File: config.mk
export PLATFORM = sky130hd
export DESIGN_NAME = btn_event_enc
export DESIGN_NICKNAME = d
export VERILOG_FILES = /design/src/rtl/btn_evt_pkg.sv /design/src/rtl/btn_evt_fifo.sv /design/src/rtl/btn_event_enc.sv
export SDC_FILE = /design/constraint.sdc
export NUM_CORES = 1
export LEC_CHECK = 0
export BUFFER_PORTS_ARGS = -buffer_cell sky130_fd_sc_hd__buf_2
export CORE_ASPECT_RATIO = 1.5
export CORE_UTILIZATION = 45
export CTS_CLUSTER_DIAMETER = 40
export DETAILED_ROUTE_END_ITERATION = 7
export GPL_TIMING_DRIVEN = 0
export PLACE_DENSITY_LB_ADDON = 0.08
export SLEW_MARGIN = 20
export SYNTH_ARGS = -nofsm -noshare
export SYNTH_HDL_FRONTEND = slang
export SYNTH_SLANG_ARGS = --single-unit
File: constraint.sdc
create_clock -name i_clk -period 2.5 [get_ports i_clk]
set_input_delay 0.125 -clock i_clk [delete_from_list [all_inputs] [get_ports i_clk]]
set_output_delay 0.125 -clock i_clk [all_outputs]
set_load 0.005 [all_outputs]
File: src/rtl/btn_evt_pkg.sv
// Shared types and helpers for the button event encoder.
// BTN_DCLICK_EN enables the GAP state and DOUBLE events.
package btn_evt_pkg;

  localparam logic [1:0] EV_PRESS   = 2'd0;
  localparam logic [1:0] EV_RELEASE = 2'd1;
  localparam logic [1:0] EV_LONG    = 2'd2;
  localparam logic [1:0] EV_DOUBLE  = 2'd3;

  typedef enum logic [1:0] {
    ST_IDLE,
    ST_HELD,
    ST_LONG,
    ST_GAP
  } btn_state_e;

  function automatic int idx_width(input int n);
    return (n > 1) ? $clog2(n) : 1;
  endfunction

  function automatic int cnt_width(input int a, input int b);
    return $clog2((a > b) ? a : b) + 1;
  endfunction

endpackage

File: src/rtl/btn_evt_fifo.sv
// Small synchronous FIFO; head is read straight from storage.
// Push and pop may coincide while full.
module btn_evt_fifo #(
  parameter int DEPTH = 4,
  parameter int WIDTH = 4
) (
  input  logic             clk,
  input  logic             rst,
  input  logic             push,
  input  logic [WIDTH-1:0] wdata,
  input  logic             pop,
  output logic [WIDTH-1:0] rdata,
  output logic             full,
  output logic             empty
);

  localparam int AW = $clog2(DEPTH);

  logic [WIDTH-1:0] mem [DEPTH];
  logic [AW:0]      wr_q;
  logic [AW:0]      rd_q;
  logic             do_push;
  logic             do_pop;

  assign empty   = (wr_q == rd_q);
  assign full    = (wr_q[AW] != rd_q[AW]) &&
                   (wr_q[AW-1:0] == rd_q[AW-1:0]);
  assign do_pop  = pop && !empty;
  assign do_push = push && (!full || do_pop);
  assign rdata   = mem[rd_q[AW-1:0]];

  always_ff @(posedge clk) begin
    if (rst) begin
      wr_q <= '0;
      rd_q <= '0;
    end else begin
      if (do_push) wr_q <= wr_q + 1'b1;
      if (do_pop)  rd_q <= rd_q + 1'b1;
    end
  end

  always_ff @(posedge clk) begin
    if (do_push) mem[wr_q[AW-1:0]] <= wdata;
  end

endmodule

File: src/rtl/btn_event_enc.sv
// Turns debounced button levels into a queue of PRESS/RELEASE/LONG/DOUBLE
// events. Define BTN_DCLICK_EN to enable double-click detection.
module btn_event_enc
  import btn_evt_pkg::*;
#(
  parameter int   NUMBTN        = 3,
  parameter logic ACTIVE_LEVEL  = 1'b0,
  parameter int   LONG_CYCLES   = 12_000_000,
  parameter int   DCLICK_CYCLES = 3_000_000,
  parameter int   FIFO_DEPTH    = 4
) (
  input  logic                         i_clk,
  input  logic                         i_rst,
  input  logic [NUMBTN-1:0]            i_btn,
  output logic                         o_valid,
  input  logic                         i_ready,
  output logic [1+idx_width(NUMBTN):0] o_event,
  output logic                         o_overflow,
  input  logic                         i_clr_ovf
);

  localparam int IDXW = idx_width(NUMBTN);
  localparam int EW   = 2 + IDXW;
  localparam int CW   = cnt_width(LONG_CYCLES, DCLICK_CYCLES);
  localparam logic [CW-1:0] LONG_LAST = CW'(LONG_CYCLES - 1);
`ifdef BTN_DCLICK_EN
  localparam logic [CW-1:0] GAP_LAST = CW'(DCLICK_CYCLES - 1);
`endif

  logic [NUMBTN-1:0]      pend;
  logic [NUMBTN-1:0]      grant;
  logic [NUMBTN-1:0]      lost;
  logic [NUMBTN-1:0][1:0] code;
  logic [IDXW-1:0]        sel;
  logic [EW-1:0]          head;
  logic                   push;
  logic                   pop;
  logic                   full;
  logic                   empty;

  assign pop     = !empty && i_ready;
  assign push    = (|pend) && (!full || pop);
  assign grant   = push ? (pend & (~pend + 1'b1)) : '0;
  assign o_valid = !empty;
  assign o_event = empty ? '0 : head;

  always_comb begin
    sel = '0;
    for (int i = NUMBTN - 1; i >= 0; i--) begin
      if (pend[i]) sel = IDXW'(i);
    end
  end

  btn_evt_fifo #(
    .DEPTH (FIFO_DEPTH),
    .WIDTH (EW)
  ) u_fifo (
    .clk   (i_clk),
    .rst   (i_rst),
    .push  (push),
    .wdata ({code[sel], sel}),
    .pop   (pop),
    .rdata (head),
    .full  (full),
    .empty (empty)
  );

  always_ff @(posedge i_clk) begin
    if (i_rst) o_overflow <= 1'b0;
    else       o_overflow <= (|lost) | (o_overflow & ~i_clr_ovf);
  end

  for (genvar i = 0; i < NUMBTN; i++) begin : g_btn
    btn_state_e    st_q;
    btn_state_e    st_d;
    logic [CW-1:0] cnt_q;
    logic [CW-1:0] cnt_d;
    logic [1:0]    code_q;
    logic [1:0]    evt_code;
    logic          prev_q;
    logic          pend_q;
    logic          evt;
    logic          on;
    logic          prs;
    logic          rel;

    assign on  = (i_btn[i] == ACTIVE_LEVEL);
    assign prs = on && (prev_q != ACTIVE_LEVEL);
    assign rel = !on && (prev_q == ACTIVE_LEVEL);

    always_comb begin
      st_d     = st_q;
      cnt_d    = cnt_q;
      evt      = 1'b0;
      evt_code = EV_PRESS;
      unique case (st_q)
        ST_IDLE: begin
          if (prs) begin
            evt   = 1'b1;
            st_d  = ST_HELD;
            cnt_d = '0;
          end
        end
        ST_HELD: begin
          if (rel) begin
            evt      = 1'b1;
            evt_code = EV_RELEASE;
`ifdef BTN_DCLICK_EN
            st_d     = ST_GAP;
`else
            st_d     = ST_IDLE;
`endif
            cnt_d    = '0;
          end else if (cnt_q == LONG_LAST) begin
            evt      = 1'b1;
            evt_code = EV_LONG;
            st_d     = ST_LONG;
          end else if (cnt_q != '1) begin
            cnt_d = cnt_q + 1'b1;
          end
        end
        ST_LONG: begin
          if (rel) begin
            evt      = 1'b1;
            evt_code = EV_RELEASE;
            st_d     = ST_IDLE;
          end
        end
`ifdef BTN_DCLICK_EN
        ST_GAP: begin
          // a press landing on the timeout cycle is an ordinary press
          if (prs) begin
            evt      = 1'b1;
            evt_code = (cnt_q < GAP_LAST) ? EV_DOUBLE : EV_PRESS;
            st_d     = ST_HELD;
            cnt_d    = '0;
          end else if (cnt_q >= GAP_LAST) begin
            st_d = ST_IDLE;
          end else begin
            cnt_d = cnt_q + 1'b1;
          end
        end
`endif
        default: st_d = ST_IDLE;
      endcase
    end

    always_ff @(posedge i_clk) begin
      if (i_rst) begin
        st_q   <= ST_IDLE;
        cnt_q  <= '0;
        prev_q <= ~ACTIVE_LEVEL;
        pend_q <= 1'b0;
        code_q <= EV_PRESS;
      end else begin
        st_q   <= st_d;
        cnt_q  <= cnt_d;
        prev_q <= i_btn[i];
        // a slot being drained this cycle may take the new event
        if (evt && (!pend_q || grant[i])) begin
          pend_q <= 1'b1;
          code_q <= evt_code;
        end else if (grant[i]) begin
          pend_q <= 1'b0;
        end
      end
    end

    assign lost[i] = evt && pend_q && !grant[i];
    assign pend[i] = pend_q;
    assign code[i] = code_q;
  end

endmodule

==> impl_metrics.env <==
export IMPL_first_iter_violations=194
export IMPL_power_frac_seq_pct=39.8
export IMPL_die_w_um=99.3
export IMPL_ys_ff_latch=118
export IMPL_power_switching_share_pct=28.7
export IMPL_cts_tree="built"
export IMPL_relSlewSlack_pct=47.2
export IMPL_rsz0062_at_grt="false"
export IMPL_antenna_found_initial=0
export IMPL_grt_max_degree=17
export IMPL_end_kind="register"
export IMPL_period_minus_slack_ns=2.37
export IMPL_fmax_mhz=422
export IMPL_power_density_nw_per_um2=713
export IMPL_synth_ff_type="dfxtp_1"
export IMPL_post_route_util_pct=52.7
export IMPL_critPathArrivalTime_ns=2.72
export IMPL_yosysUniqueCellTypes=79
export IMPL_power_clock_fraction_pct=44.7
export IMPL_netlist_area_leader_share_pct=32.0
export IMPL_drv_slew=0
export IMPL_outcome="finished clean"
export IMPL_synth_edf_count=16
export IMPL_post_route_period_util_pct=94.7
export IMPL_cp_required_ns=2.85
export IMPL_clk_pin_slew_ns=0.06
export IMPL_multiInputGateArea_sq_um=3660
export IMPL_hold_violations=0
export IMPL_ff2ff_setup_slack_ns=0.13
export IMPL_synth_commonest_cells="102 x dfxtp_1, 68 x nor2_1, 60 x nand2_1"
export IMPL_antenna_left=0
export IMPL_place_ws_ns=-0.0620
export IMPL_fin_ws_ns=0.132
export IMPL_ys_top_cells_by_area="dfxtp_1 32%, edfxtp_1 7.5%, nor2_1 4.0%"
export IMPL_p_switching_mw=1.50
export IMPL_area_delta_synth_final_pct=14.9
export IMPL_design_area_sq_um=7340
export IMPL_core_area_sq_um=13900
export IMPL_drc=0
export IMPL_syn_area_per_cell_sq_um=8.96
export IMPL_fin_skew_ns=0.0101
export IMPL_irDropWorstVdd_mv=0.344
export IMPL_synth_most_common_cell="dfxtp_1"
export IMPL_vias_per_cell=5.76
export IMPL_crit_fanout=10
export IMPL_setup_violations=0
export IMPL_htreeDepth=4
export IMPL_clock_latency_ns=0.41
export IMPL_dieArea_sq_um=14700
export IMPL_cts_buffers=17
export IMPL_rows=53
export IMPL_nets=779
export IMPL_antenna_cells=0
export IMPL_ys_seq_area_share_pct=39.5
export IMPL_path_class="reg2reg"
export IMPL_fp_dieH_um=148
export IMPL_yosysTopAreaCell="dfxtp_1"
export IMPL_grt_pass1_vias=5415
export IMPL_seqCellArea_sq_um=2520
export IMPL_worst_pin_slew_ns=0.785
export IMPL_async_reset_ff_share_pct=0
export IMPL_netlist_area_sq_um=6390
export IMPL_drive_above_1_share_pct=14.6
export IMPL_grt_overflow=0
export IMPL_p_leak_nw=2.58
export IMPL_ys_warn_count=0
export IMPL_crit_path_start_kind="register"
export IMPL_initial_core_util_pct=45.9
export IMPL_firstDrtPassIters=4
export IMPL_cts_sinks=118
export IMPL_wl_per_cell_um=16.2
export IMPL_wl_um=15100
export IMPL_grt_pass1_wl_um=25500
export IMPL_cts_buffer_depth=2
export IMPL_placed_area_sq_um=6650
export IMPL_fill_cells=1333
export IMPL_maxCapViolCount=0
export IMPL_dpl_hpwl_um=11000
export IMPL_synth_cells=713
export IMPL_cts_root_buf="clkbuf_16"
export IMPL_vias=5355
export IMPL_hold_path_class="in2reg"
export IMPL_internal_power_mw=3.73
export IMPL_routabilityCongestion=0.857
export IMPL_grt_usage_pct=21.8
export IMPL_portBuffers=11
export IMPL_pin_count=13
export IMPL_synth_nets=740
export IMPL_pwr_share_comb_pct=15.6
-- critical path, cell delays in order, from the launching register on --
cell,delay [ns]
dfxtp_1,0.33
ha_1,0.27
and3_2,0.28
nand2_4,0.13
nor4_4,0.06
or3_1,0.36
buf_6,0.15
buf_6,0.13
or3_2,0.46
a21oi_2,0.13
-- repair_timing --
action                                  in CTS  in global routing
endpoints found under the setup margin       8                 35
setup buffers                                0                  6
pin swaps                                    2                  2
resized for setup                            3                 12
cloned                                       0                  0
endpoints found under the hold margin        3                  0
hold buffers                                 3                  0
-- cells by family after synthesis --
family	Yosys count	synth area share, %
XOR/XNOR	36	4.94
AND/OR/NAND/NOR	331	29.4
buffers and inverters	48	3.84
AO/OA/AOI/OAI	144	15.1
flip-flops	118	39.5
adder cells (fa/ha/maj)	20	3.92
multiplexers	16	3.31
-- power by group through the flow --
stage / clock network [mW] / logic [mW] / registers, mW
global placement: 0 / 0.786 / 2.12
floorplan: 0 / 0.581 / 2.10
finish: 2.34 / 0.814 / 2.08
CTS: 2.40 / 0.814 / 2.08
global route: 2.50 / 0.911 / 2.09
detailed placement: 0 / 0.797 / 2.12
-- state kept, by name (all words and copies together) (netlist names), named ones only --
name          flops
g_btn.pend_q      3
u_fifo.wr_q       3
u_fifo.rd_q       3
u_fifo.mem       16
g_btn.prev_q      3
o_overflow        1
g_btn.code_q      6
g_btn.cnt_q      75
g_btn.st_q        6
-- metal layers --
layer,GRT usage (%),wire [um]
met1,23.9,6330
met2,40.3,8170
met3,3.59,388
met4,10.7,216
met5,0,0
-- layout make-up --
cell class / count / share of cell area (%)
Tap cell: 165 / 2.81
Multi-Input combinational cell: 547 / 49.9
Clock buffer: 17 / 5.80
Clock inverter: 15 / 1.98
Sequential cell: 118 / 34.4
Inverter: 21 / 1.07
Buffer: 27 / 2.29
Timing Repair Buffer: 20 / 1.77
-- worst paths after layout --
| check | depth (start not counted) | start | endpoint |
|---|---|---|---|
| worst max-delay path | 9 | g_btn[1].cnt_q[0] | g_btn[1].cnt_q[13] |
| worst min register to register | 2 | g_btn[2].code_q[0] | g_btn[2].code_q[0] |
| worst max register to register | 9 | g_btn[1].cnt_q[0] | g_btn[1].cnt_q[13] |
| worst min-delay path | 4 | i_ready | u_fifo.rd_q[2] |
-- per-stage QoR --
step | power, mW | hold slack (ns) | std cells | setup TNS (ns)
final | 5.23 | 0.106 | 930 | 0
after global routing | 5.50 | 0.120 | 930 | 0
after CTS | 5.30 | 0.101 | 924 | 0
after detailed placement | 2.92 | 0.353 | 889 | -0.158
after global placement | 2.90 | 0.342 | 889 | -0.212
after floorplan | 2.68 | 0.232 | 713 | 0
-- cells in the final DEF, fill, tap and decap left out, types with 6 or more instances in the layout --
| master | netlist | final |
|---|---|---|
| and2_1 | 14 | 14 |
| or3_1 | 17 | 17 |
| a21oi_1 | 45 | 45 |
| xnor2_1 | 20 | 20 |
| inv_6 | 0 | 6 |
| o211ai_1 | 14 | 14 |
| or2_2 | 7 | 7 |
| nor4_1 | 14 | 13 |
| nand3_1 | 33 | 33 |
| dfxtp_1 | 102 | 102 |
| and3_1 | 11 | 11 |
| a211oi_1 | 7 | 7 |
| nand2b_1 | 7 | 7 |
| mux2i_1 | 11 | 11 |
| ha_1 | 20 | 20 |
| clkbuf_16 | 0 | 17 |
| nand3b_1 | 7 | 7 |
| edfxtp_1 | 16 | 16 |
| o31ai_1 | 8 | 8 |
| clkbuf_1 | 19 | 15 |
| nand2_1 | 60 | 59 |
| nor3_1 | 17 | 17 |
| buf_2 | 2 | 13 |
| buf_4 | 0 | 6 |
| xor2_1 | 16 | 16 |
| o21ai_0 | 20 | 20 |
| nand4_1 | 18 | 18 |
| or4_1 | 14 | 14 |
| nor2_1 | 68 | 68 |
| inv_1 | 21 | 21 |
Note: power is estimated with default switching activity, not from simulation.
